### config.mk
export PLATFORM = sky130hd
export DESIGN_NAME = regfile_dump_reader
export DESIGN_NICKNAME = d
export VERILOG_FILES = /design/src/rtl/regfile_dump_reader_pkg.sv /design/src/rtl/regfile_dump_reader_skid.sv /design/src/rtl/regfile_dump_reader.sv
export SDC_FILE = /design/constraint.sdc
export NUM_CORES = 1
export LEC_CHECK = 0
export CAP_MARGIN = 5
export CORE_MARGIN = 2
export CORE_UTILIZATION = 55
export CTS_CLUSTER_SIZE = 8
export DETAILED_ROUTE_END_ITERATION = 6
export PLACE_DENSITY_LB_ADDON = 0.12
export SLEW_MARGIN = 20
export SYNTH_ARGS = -nofsm -noshare
export SYNTH_HDL_FRONTEND = slang
export SYNTH_SLANG_ARGS = --single-unit
### constraint.sdc
create_clock -name clk -period 4.7 [get_ports clk]
set_clock_uncertainty 0.15 [all_clocks]
set_input_delay 0.47 -clock clk [delete_from_list [all_inputs] [get_ports clk]]
set_output_delay 0.47 -clock clk [all_outputs]
set_load 0.03 [all_outputs]
### src/rtl/regfile_dump_reader_pkg.sv
// regdump_pkg: shared definitions for the register-file dump reader.
//   state_e      - dump FSM states (IDLE, RUN, DRAIN, DONE)
//   XZR_IDX      - index of the zero register (X31)
//   DEF_NUM_REGS - default number of registers walked
//   DEF_ADDR_W   - default register address width
package regdump_pkg;

  typedef enum logic [1:0] {
    ST_IDLE  = 2'd0,
    ST_RUN   = 2'd1,
    ST_DRAIN = 2'd2,
    ST_DONE  = 2'd3
  } state_e;

  localparam int XZR_IDX      = 31;
  localparam int DEF_NUM_REGS = 32;
  localparam int DEF_ADDR_W   = 5;

endpackage

### src/rtl/regfile_dump_reader_skid.sv
// regdump_skid: 2-entry FIFO holding {index, data} beats between the
// register file read port and the streaming output.
//   clk, rst_n             - clock, asynchronous active-low reset
//   push_i                 - write push_index_i/push_data_i this cycle
//   pop_i                  - drop the head entry this cycle
//   count_o                - occupancy (0..2)
//   head_index_o/head_data_o - head entry (zero after reset)
// The caller never pushes into a full buffer without a same-cycle pop.
module regdump_skid #(
  parameter int ADDR_W = 5,
  parameter int WORD   = 64
) (
  input  logic              clk,
  input  logic              rst_n,
  input  logic              push_i,
  input  logic [ADDR_W-1:0] push_index_i,
  input  logic [WORD-1:0]   push_data_i,
  input  logic              pop_i,
  output logic [1:0]        count_o,
  output logic [ADDR_W-1:0] head_index_o,
  output logic [WORD-1:0]   head_data_o
);

  logic [ADDR_W-1:0] idx_q [2];
  logic [WORD-1:0]   dat_q [2];
  logic              wr_ptr_q, rd_ptr_q;
  logic [1:0]        count_q, count_d;

  always_comb begin
    count_d = count_q;
    case ({push_i, pop_i})
      2'b10:   count_d = count_q + 2'd1;
      2'b01:   count_d = count_q - 2'd1;
      default: count_d = count_q;
    endcase
  end

  always_ff @(posedge clk or negedge rst_n) begin
    if (!rst_n) begin
      for (int i = 0; i < 2; i++) begin
        idx_q[i] <= '0;
        dat_q[i] <= '0;
      end
      wr_ptr_q <= 1'b0;
      rd_ptr_q <= 1'b0;
      count_q  <= 2'd0;
    end else begin
      if (push_i) begin
        idx_q[wr_ptr_q] <= push_index_i;
        dat_q[wr_ptr_q] <= push_data_i;
        wr_ptr_q        <= ~wr_ptr_q;
      end
      if (pop_i) begin
        rd_ptr_q <= ~rd_ptr_q;
      end
      count_q <= count_d;
    end
  end

  assign count_o      = count_q;
  assign head_index_o = idx_q[rd_ptr_q];
  assign head_data_o  = dat_q[rd_ptr_q];

endmodule

### src/rtl/regfile_dump_reader.sv
// regfile_dump_reader: walks the register file read port from X0 upward on a
// start pulse and streams {index, data} beats on a valid/ready interface.
//   clk, rst_n        - clock, asynchronous active-low reset
//   start_i           - begin a dump (only honoured in IDLE)
//   busy_o            - dump in progress (cycle after start through DONE)
//   done_o            - one-cycle pulse after the last beat handshakes
//   read_register_o   - regfile read address (holds when not issuing)
//   read_data_i       - regfile data for the address on read_register_o
//   out_valid_o/out_ready_i - output handshake
//   out_index_o/out_data_o  - current beat
// Configuration macro: REGDUMP_SKIP_XZR_EN - when defined, X31 is not walked.
//
// state | meaning
// IDLE  | waiting for start_i; a start issues address 0 in the same cycle
// RUN   | issuing addresses while the buffer has room
// DRAIN | last address issued; waiting for in-flight read and buffer to empty
// DONE  | one cycle, pulses done_o
`ifndef WORD
`define WORD 64
`endif

module regfile_dump_reader
  import regdump_pkg::*;
#(
  parameter int WORD     = `WORD,
  parameter int NUM_REGS = DEF_NUM_REGS,
  parameter int ADDR_W   = DEF_ADDR_W
) (
  input  logic              clk,
  input  logic              rst_n,
  input  logic              start_i,
  output logic              busy_o,
  output logic              done_o,
  output logic [ADDR_W-1:0] read_register_o,
  input  logic [WORD-1:0]   read_data_i,
  output logic              out_valid_o,
  input  logic              out_ready_i,
  output logic [ADDR_W-1:0] out_index_o,
  output logic [WORD-1:0]   out_data_o
);

`ifdef REGDUMP_SKIP_XZR_EN
  localparam int LAST = (NUM_REGS - 1 < XZR_IDX - 1) ? NUM_REGS - 1 : XZR_IDX - 1;
`else
  localparam int LAST = NUM_REGS - 1;
`endif
  localparam logic [ADDR_W-1:0] LAST_ADDR = ADDR_W'(LAST);

  state_e            state_q, state_d;
  logic [ADDR_W-1:0] rd_addr_q, rd_addr_d;
  logic [ADDR_W-1:0] read_register_q, read_register_d;
  logic              inflight_q;
  logic              issue, pop, can_issue, last_issue;
  logic [1:0]        buf_count;
  logic [2:0]        occupancy;
  logic [ADDR_W-1:0] issue_addr;

  // Occupancy counts a same-cycle pop as already gone, so a free-running
  // sink keeps one read in flight and one beat buffered with no bubbles.
  assign pop        = out_valid_o && out_ready_i;
  assign occupancy  = {1'b0, buf_count} + {2'b00, inflight_q} - {2'b00, pop};
  assign can_issue  = (occupancy < 3'd2);
  assign issue_addr = (state_q == ST_IDLE) ? '0 : rd_addr_q;
  assign last_issue = (issue_addr == LAST_ADDR);

  // State register
  always_ff @(posedge clk or negedge rst_n) begin
    if (!rst_n) state_q <= ST_IDLE;
    else        state_q <= state_d;
  end

  // Next-state logic
  always_comb begin
    state_d = state_q;
    case (state_q)
      ST_IDLE:  if (start_i) state_d = last_issue ? ST_DRAIN : ST_RUN;
      ST_RUN:   if (issue && last_issue) state_d = ST_DRAIN;
      ST_DRAIN: if (occupancy == 3'd0) state_d = ST_DONE;
      ST_DONE:  state_d = ST_IDLE;
      default:  state_d = ST_IDLE;
    endcase
  end

  // Output logic
  always_comb begin
    issue  = 1'b0;
    busy_o = 1'b0;
    done_o = 1'b0;
    case (state_q)
      ST_IDLE:  issue = start_i;
      ST_RUN:   begin issue = can_issue; busy_o = 1'b1; end
      ST_DRAIN: busy_o = 1'b1;
      ST_DONE:  begin busy_o = 1'b1; done_o = 1'b1; end
      default:  issue = 1'b0;
    endcase
  end

  always_comb begin
    rd_addr_d       = rd_addr_q;
    read_register_d = read_register_q;
    if (issue) begin
      rd_addr_d       = issue_addr + ADDR_W'(1);
      read_register_d = issue_addr;
    end
  end

  // The address registered here is what the regfile sees next cycle; its
  // data comes back that cycle and is pushed at the following edge.
  always_ff @(posedge clk or negedge rst_n) begin
    if (!rst_n) begin
      rd_addr_q       <= '0;
      read_register_q <= '0;
      inflight_q      <= 1'b0;
    end else begin
      rd_addr_q       <= rd_addr_d;
      read_register_q <= read_register_d;
      inflight_q      <= issue;
    end
  end

  assign read_register_o = read_register_q;

  regdump_skid #(
    .ADDR_W (ADDR_W),
    .WORD   (WORD)
  ) u_skid (
    .clk          (clk),
    .rst_n        (rst_n),
    .push_i       (inflight_q),
    .push_index_i (read_register_q),
    .push_data_i  (read_data_i),
    .pop_i        (pop),
    .count_o      (buf_count),
    .head_index_o (out_index_o),
    .head_data_o  (out_data_o)
  );

  assign out_valid_o = (buf_count != 2'd0);

endmodule

Word level (Yosys, flattened, before mapping)

Cells that the tools add are included.

Register bits after elaboration: 155
Logic and storage cells: 64

Add/subtract/negate cells: 5
Magnitude comparators: 4
Eq/ne operators: 9
Multiplexer cells: 22
Bitwise logic cells: 4
Reduce and logical (&&, ||, !) cells: 9

Operators with widths:

| operator                                           | count |
|---|---|
| two-way mux 64 bit                                 | 4 |
| bitwise mux 128 bit                                | 1 |
| demux 64 bit (select 1 bit)                        | 1 |
| two-way mux 5 bit                                  | 5 |
| bitwise mux 10 bit                                 | 1 |
| two-way mux 2 bit                                  | 4 |
| one-hot mux 2 bit (4 select lines)                 | 1 |
| == test 2 bit, second input constant               | 3 |
| inequality test 2 bit, second input constant       | 3 |
| adder 5 x 1 -> 5 bit, second input constant        | 1 |
| demux 5 bit (select 1 bit)                         | 1 |
| == test 5 bit, second input constant               | 1 |
| == test 2 x 1 -> 1 bit, second input constant      | 2 |
| >= comparator 2 bit, second input constant         | 2 |
| inverter 1 -> 2 bit                                | 2 |
| one-hot mux 2 bit (2 select lines)                 | 1 |
| nonzero test 2 bit                                 | 2 |
| adder 2 x 1 -> 3 bit                               | 1 |
| logical AND 1 bit                                  | 3 |
| logical NOT 3 bit                                  | 1 |
| < comparator 3 x 2 -> 1 bit, second input constant | 1 |
| AND reduction 3 bit                                | 1 |
| OR reduction 3 bit                                 | 1 |
| subtractor 3 x 1 -> 3 bit                          | 1 |
| 7 further kinds                                    | 9 |

Depth between registers and ports, before layout

Word-level depth: 8
Mapped depth: 11

By module

A second synthesis with hierarchy kept.

Cells, all modules: 464
Area, all modules: 6977.9 µm²

Modules (own cells, without submodules):

| module              | instances | cells each | area each (µm²) | sequential area each (µm²) |
|---|---|---|---|---|
| regdump_skid        | 1         | 381        | 6133.4          | 3553.4 |
| regfile_dump_reader | 1         | 83         | 844.6           | 325.3 |

Worst setup path before layout

Ideal clock, no wire load.

Kind: reg2reg
From: register u_skid.count_q[1] (netlist: u_skid.count_o[1])
To: register state_q[1]
Setup time: 128 ps
Arrival time: 2286 ps
Required time: 4422 ps
Slack: 2136 ps
Cell stages (with the launch flop): 11
Period minus slack after synthesis: 2564 ps
Cells stage by stage: dfrtp_1 nand2_1 nor2_1 a21o_1 ha_1 inv_1 fa_1 xnor2_2 nand2_1 a221oi_2 mux2_1

Word-level cells in the longest chain between the ends: 8
Elaborated cells on any way between the ends: 11
Those cells by class: 2 x add/sub; 1 x order compare; 2 x eq/ne; 1 x mux; 5 x reduce/logical

Ends and longest elaborated chain:

| item                                                         | RTL line                       | source |
|---|---|---|
| from (decl)                                                  | regfile_dump_reader_skid.sv:27 | `logic [1:0] count_q, count_d;` |
| from (signal assigned)                                       | regfile_dump_reader_skid.sv:56 | `count_q <= count_d;` |
| branches (longest 2 deep; another with adder 2 x 1 -> 3 bit) | n/a                            |  |
| subtractor 3 x 1 -> 3 bit (*)                                | regfile_dump_reader.sv:61      | `assign occupancy = {1'b0, buf_count} + {2'b00, inflight_q} - {2'b00, pop};` |
| < comparator 3 x 2 -> 1 bit                                  | regfile_dump_reader.sv:62      | `assign can_issue = (occupancy < 3'd2);` |
| one-hot mux 1 bit (2 select lines)                           | regfile_dump_reader.sv:89      | `case (state_q)` |
| logical AND 1 bit                                            | regfile_dump_reader.sv:77      | `ST_RUN: if (issue && last_issue) state_d = ST_DRAIN;` |
| inequality test 2 bit (no source line)                       | n/a                            |  |
| AND reduction 3 bit (no source line) (*)                     | n/a                            |  |
| to (signal assigned)                                         | regfile_dump_reader.sv:69      | `else state_q <= state_d;` |
| to (decl)                                                    | regfile_dump_reader.sv:49      | `state_e state_q, state_d;` |

Mark *: on every way between the ends.
A chain may end at the register's enable or synchronous reset.

Worst setup path after layout

From: register u_skid.rd_ptr_q
To: output port out_data_o[50]

Word-level cells in the longest chain between the ends: 4

Ends and longest elaborated chain:

| item                                                  | RTL line                       | source |
|---|---|---|
| from (decl)                                           | regfile_dump_reader_skid.sv:26 | `logic wr_ptr_q, rd_ptr_q;` |
| from (signal assigned)                                | regfile_dump_reader_skid.sv:54 | `rd_ptr_q <= ~rd_ptr_q;` |
| inverter 1 -> 2 bit (implied by the code)             | regfile_dump_reader_skid.sv:62 | `assign head_data_o = dat_q[rd_ptr_q];` |
| two-way mux 64 bit (implied by the code) (3 in a row) | regfile_dump_reader_skid.sv:62 |  |
| to (decl)                                             | regfile_dump_reader.sv:39      | `output logic [WORD-1:0] out_data_o` |

No other way between the ends. The select of a mux whose other input is x is not followed.

==> out/qor.csv <==
stage,metric,value,unit
timing,Pins Over Slew Limit,0,
route,Routed WL,14.0,mm
timing,worst hold slack,0.0375,ns
power_and_ir_drop,peak supply drop,527,µV
timing,crit path time final,3.32,ns
floorplanning,row cnt,40,
grt,Total GRT Usage,22.1,%
yosys,count of unique library cells instantiated by Yosys,43,
power_and_ir_drop,Clock Power Share,17.5,%
yosys,Synth Register Bits,155,
floorplanning,die area,13500,µm²
clock_network,Clock Sinks,155,
run,max_cap viols,0,
floorplanning,Die Y,116,µm
final_layout,final std cells w/o fill,783,
power_and_ir_drop,combinational share of power,51.2,%
route,first drt pass iteration count,5,
grt,initial antenna violation count,0,
power_and_ir_drop,switch share,38.0,%
power_and_ir_drop,LEAKAGE,3.83,nW
worst_setup_path,CP Max Fanout,36,
timing,Slew Limit Headroom,32.4,%
timing,RSZ-0062 raised after global routing,no,
route,Iter 0 DRT Violations,233,
worst_setup_path,Setup crit end kind,output port,
yosys,"EDFF count, synth",0,
route,routed length per instance,17.9,µm
clock_network,clk buf depth,2,
worst_setup_path,critical path data arrival time,2.70,ns
timing,final setup vio count,0,
power_and_ir_drop,PD cells,861,nW/µm²
final_layout,ANT cells,0,
clock_network,post-cts resize count,0,
timing,setup_tns,0,ns
yosys,synthesized area,6920,µm²
yosys,Post-synth top flop,dfrtp_1,
yosys,syn nets,539,
grt,grt total ovfl,0,
floorplanning,starting density of the core,56.9,%
clock_network,H-tree depth,4,
clock_network,CTS Buf Count,17,
route,via/cell ratio,5.36,
worst_setup_path,crit path kind,flip-flop to output port,
route,via count,4198,
clock_network,clock latency on the worst-skew pair,0.42,ns
floorplanning,num ports,145,
yosys,Synth Area per Inst,15.0,µm²
route,Post-route DRC,0,
timing,worst slew pin tran,1.01,ns
place,dpl hpwl,9.22,mm
floorplanning,total core area,12200,µm²
power_and_ir_drop,Switch Pwr,2.97,mW
place,dpl cell area,8500,µm²
worst_setup_path,CP Launch Type,flip-flop,
status,outcome,"complete, no violations",
power_and_ir_drop,PnR Total Power,7.84,mW
grt,first-pass GRT wire length,22.6,mm
clock_network,Clock transition at path regs,0.06,ns
timing,Max Fclk,301,MHz
clock_network,clk root buf,clkbuf_16,
worst_setup_path,Reg2Reg Depth,10,
floorplanning,Die X,116,µm
route,ANT nets after route,0,
grt,number of global-route vias before repair,4606,
place,Cells after DPL,751,
power_and_ir_drop,cell-internal power,4.86,mW
clock_network,CTS Hold Buffers Added,0,
worst_setup_path,CP required,4.08,ns
power_and_ir_drop,Seq pwr share,31.3,%
timing,ratio of final minimum period to clock period,70.6,%
yosys,synthesized instance count,462,
yosys,asr flop ratio synth,100,%
clock_network,TritonCTS clock tree,done,
yosys,yosys warns,0,
place,GPL Wtd Cong,0.774,
final_layout,Final #Nets,679,
place,port buffer count,144,
final_layout,"Design Area, Final",9100,µm²
clock_network,postcts setup bufs,0,
grt,pin count of the biggest net entering global routing,118,
final_layout,Area growth syn-to-layout,31.5,%
timing,final hold violations,0,
final_layout,share of layout cells above drive strength 1,18.0,%
yosys,post-synthesis sequential area ratio,56.0,%
worst_hold_path,Hold/Removal Path Class,input pin to asynchronous set/reset pin,
## kinds of logic (layout without fill, tap and decap cells)
kind of cell / after synthesis / in the layout / share of synthesized area, %
AO/OA/AOI/OAI: 20 / 20 / 2.39
XOR/XNOR: 4 / 4 / 0.615
adder cells (fa/ha/maj): 9 / 9 / 1.74
buffers and inverters: 35 / 188 / 2.42
flip-flops: 155 / 155 / 56.0
multiplexers: 214 / 214 / 34.9
AND/OR/NAND/NOR: 25 / 25 / 1.95
## per-stage QoR
stage / worst slack (ns) / util, %
final: 1.38 / 74.9
after CTS: 1.32 / 74.8
after global routing: 1.27 / 74.9
after floorplan: 2.14 / -
after global placement: 1.48 / 69.9
after detailed placement: 1.37 / 69.9
## area by class of cell
cell class | count | area [µm²]
repair buffers | 147 | 1490
inverters | 9 | 33.8
fillers | 780 | 3060
clock buffers | 25 | 485
clock inverters | 7 | 113
flip-flops and latches | 155 | 3880
multi-input cells | 272 | 2890
well taps | 168 | 210
## path summary, 6_finish.rpt
check                                 start                 end  slack, ns
setup / recovery            u_skid.rd_ptr_q      out_data_o[50]       1.38
min in group clk           u_skid.dat_q[95]    u_skid.dat_q[95]       0.33
hold reg to reg            u_skid.dat_q[95]    u_skid.dat_q[95]       0.33
max in group asynchronous             rst_n  read_register_o[0]       3.29
hold / removal                        rst_n   u_skid.dat_q[100]       0.04
setup reg to reg                 state_q[0]          state_q[1]       1.78
## registers in the layout, summed over array words and instances, names as in the netlist
register / flops
inflight_q: 1
read_register_o: 5
rd_addr_q: 5
state_q: 2
u_skid.count_o: 2
u_skid.idx_q: 10
u_skid.rd_ptr_q: 1
u_skid.dat_q: 128
u_skid.wr_ptr_q: 1
## layer usage
layer / vias up / global-route usage [%] / wire (µm)
met2: 122 / 37.9 / 7040
met3: 17 / 7.89 / 931
met5: - / 0 / 0
met4: 0 / 7.22 / 213
met1: 2130 / 26.1 / 5810
li1: 1929 / - / -
## synth_stat cells (2+ instances only)
library cell	number	area share (%)
dfrtp_1	155	56
mux2_1	139	23
mux2_2	69	11
buf_2	14	1.0
clkbuf_1	9	0.49
ha_1	8	1.4
inv_1	8	0.43
nand2_1	8	0.43
mux2i_1	4	0.58
nor2b_1	3	0.27
a21o_1	2	0.22
a21oi_1	2	0.14
a221o_1	2	0.29
a31oi_1	2	0.18
buf_6	2	0.33
mux2_4	2	0.43
nand3_1	2	0.14
nor3_1	2	0.14
nor3b_1	2	0.22
o2bb2ai_1	2	0.25
o31ai_1	2	0.22
xor2_1	2	0.25
## power by group through the flow
stage	clock, mW	combinational [mW]	sequential (mW)
after floorplan	0	2.75	2.30
after global placement	0	3.96	2.40
after detailed placement	0	4.04	2.47
after CTS	1.40	4.07	2.46
after global routing	1.46	4.28	2.54
final	1.37	4.02	2.45
## layout by cell type, fill, tap and decap left out, types with 4 or more instances in the layout
master,count
dfrtp_1,154
clkdlybuf4s50_1,143
mux2_1,139
mux2_2,69
clkbuf_16,17
inv_1,8
ha_1,8
nand2_1,7
clkbuf_1,5
mux2i_1,4
clkbuf_8,4
## worst max-delay path: stages, from the launching register on
cell and delay [ns]:
dfrtp_2 0.93, buf_12 0.33, mux2_2 0.38, clkdlybuf4s50_1 0.61
Power figures use the tool's default switching activity.
==> edit (config.mk and constraints unchanged) <==
`rd_addr_q` no longer has a reset.
--- a/src/rtl/regfile_dump_reader.sv
+++ b/src/rtl/regfile_dump_reader.sv
@@ -109,12 +109,14 @@
   always_ff @(posedge clk or negedge rst_n) begin
     if (!rst_n) begin
-      rd_addr_q       <= '0;
       read_register_q <= '0;
       inflight_q      <= 1'b0;
     end else begin
-      rd_addr_q       <= rd_addr_d;
       read_register_q <= read_register_d;
       inflight_q      <= issue;
     end
+  end
+
+  always_ff @(posedge clk) begin
+    rd_addr_q <= rd_addr_d;
   end
 
Formal check against the unedited RTL: same outputs for any inputs over 4 cycles, from zero or initial values and one cycle with rst_n low; that may be too few to reach the edited logic, so the function may still have changed.
==> edit against the unedited design <==
Die area is 0.85% lower. Setup slack worse by 0.029 ns. Power hardly changed. Highest routed layer unchanged. Largest power group unchanged. Sequential cell count stayed put. Register-to-register slack better by 0.08 ns. Area after synthesis is 0.89% lower. Wire length is 0.69% lower. Final area stayed put. Largest cell class unchanged.
==> edit: results (changes against the unedited design) <==
* Static leakage at 3.84 nW (+0.20%)
* Post-synthesis compound-gate area fraction at 1.24% (-1.1 points)
* DR vias/cell at 5.30 (-1.1%)
* Fill cells at 808 (+3.6%)
* FF-to-FF End: rd_addr_q[2]$_DFFE_PP_
* Yosys cell types at 32 (-26%)
* Worst Reg-to-Reg Cells at 9 (-1)
* Routed wl met2 at 7140 µm (+1.4%)
* Synth Area per Inst at 15.1 µm² (+0.64%)
* Met3 Wirelength at 831 µm (-11%)
* Slew @ Worst Pin at 1.03 ns (+0.0175 ns)
* Ys async rst share at 96.8% (-3.2 points)
* Main area contributors after synthesis: dfrtp_1, mux2_1, mux2_2
* Yosys warns at 0 (unchanged)
* Initial antenna violation count at 0 (unchanged)
* Post-detail-place hpwl at 9030 µm (-2.1%)
* Place WS at 1.31 ns (-0.0603 ns)
* Placed Cells at 745 (-0.80%)
* M3 GR Usage at 6.90% (-0.98 points)
* Post-DP Area at 8440 µm² (-0.75%)
* Met2 Use GR at 39.0% (+1.1 points)
* Synth top cells by count: dfrtp_1, mux2_1, mux2_2, buf_2, nand2_1
* Cell area after layout at 9100 µm² (unchanged)
* Post-synthesis sequential area ratio at 56.9% (+0.87 points)
* Vias in the first global route at 4,597 (-0.20%)
* Largest net degree at the start of global routing at 121 (+2.5%)
* Hold WS at 0.0514 ns (+0.0139 ns)
* Tot GR Track Use at 22.7% (+0.59 points)
* Status: completed
* First-pass iteration count of the detailed router at 4 (-1)
* M1 wire length at 5740 µm (-1.3%)
* FF-to-FF setup slack at 1.86 ns (+0.08 ns)
* Number of flops mapped to enable cells by yosys at 5 (+5)
* Met1 Usage GRT at 27.3% (+1.2 points)
* Non-Filler Instances at 778 (-0.64%)
* Post-Synth XOR/XNOR Area at 0.766% (+0.15 points)
* R2R Path Start: u_skid.count_o[1]$_DFFE_PN0P_
* Gpl congestion at 0.809 (+4.4%)
* Post-Synth Adder-Cell Area at 1.75% (+0.016 points)
* Maximum VDD drop at 0.471 mV (-11%)
* DR iter-0 viols at 146 (-37%)
* Mux cell area share after synthesis at 34.8% (-0.072 points)
* Routed WL per cell at 17.9 µm (about the same)
* # nets final at 674 (-0.74%)
* Layout cell share with drive strength beyond 1 at 17.9% (-0.18 points)
* Resized cells post-CTS at 0 (unchanged)
-- edit: cell types whose count changed after synthesis, sizes merged, moves of 3 or more --
| cell | delta |
|---|---|
| edfxtp | +5 |
| buf | +7 |
| nand3 | +3 |
| dfrtp | -5 |
| clkbuf | -8 |
| nand2 | +4 |
-- edit: worst max-delay path, cell delays in order (launching register included) --
cell,delay (ns)
dfrtp_2,0.98
buf_12,0.33
mux2_2,0.37
clkdlybuf4s50_1,0.62
-- edit: cell type report --
type,count,area share [%]
tap,168,2.31
multi-input combinational,267,30.8
clock buffer,26,5.81
sequential,155,42.9
clock inverter,6,1.15
timing repair buffer,148,16.7
inverter,8,0.330
-- edit: power breakdown --
group | total (mW) | leakage [nW] | internal (mW) | switching [mW]
clock network | 1.43 | 0.316 | 0.932 | 0.501
registers | 2.48 | 1.81 | 2.05 | 0.428
logic | 3.93 | 1.71 | 1.92 | 2.01
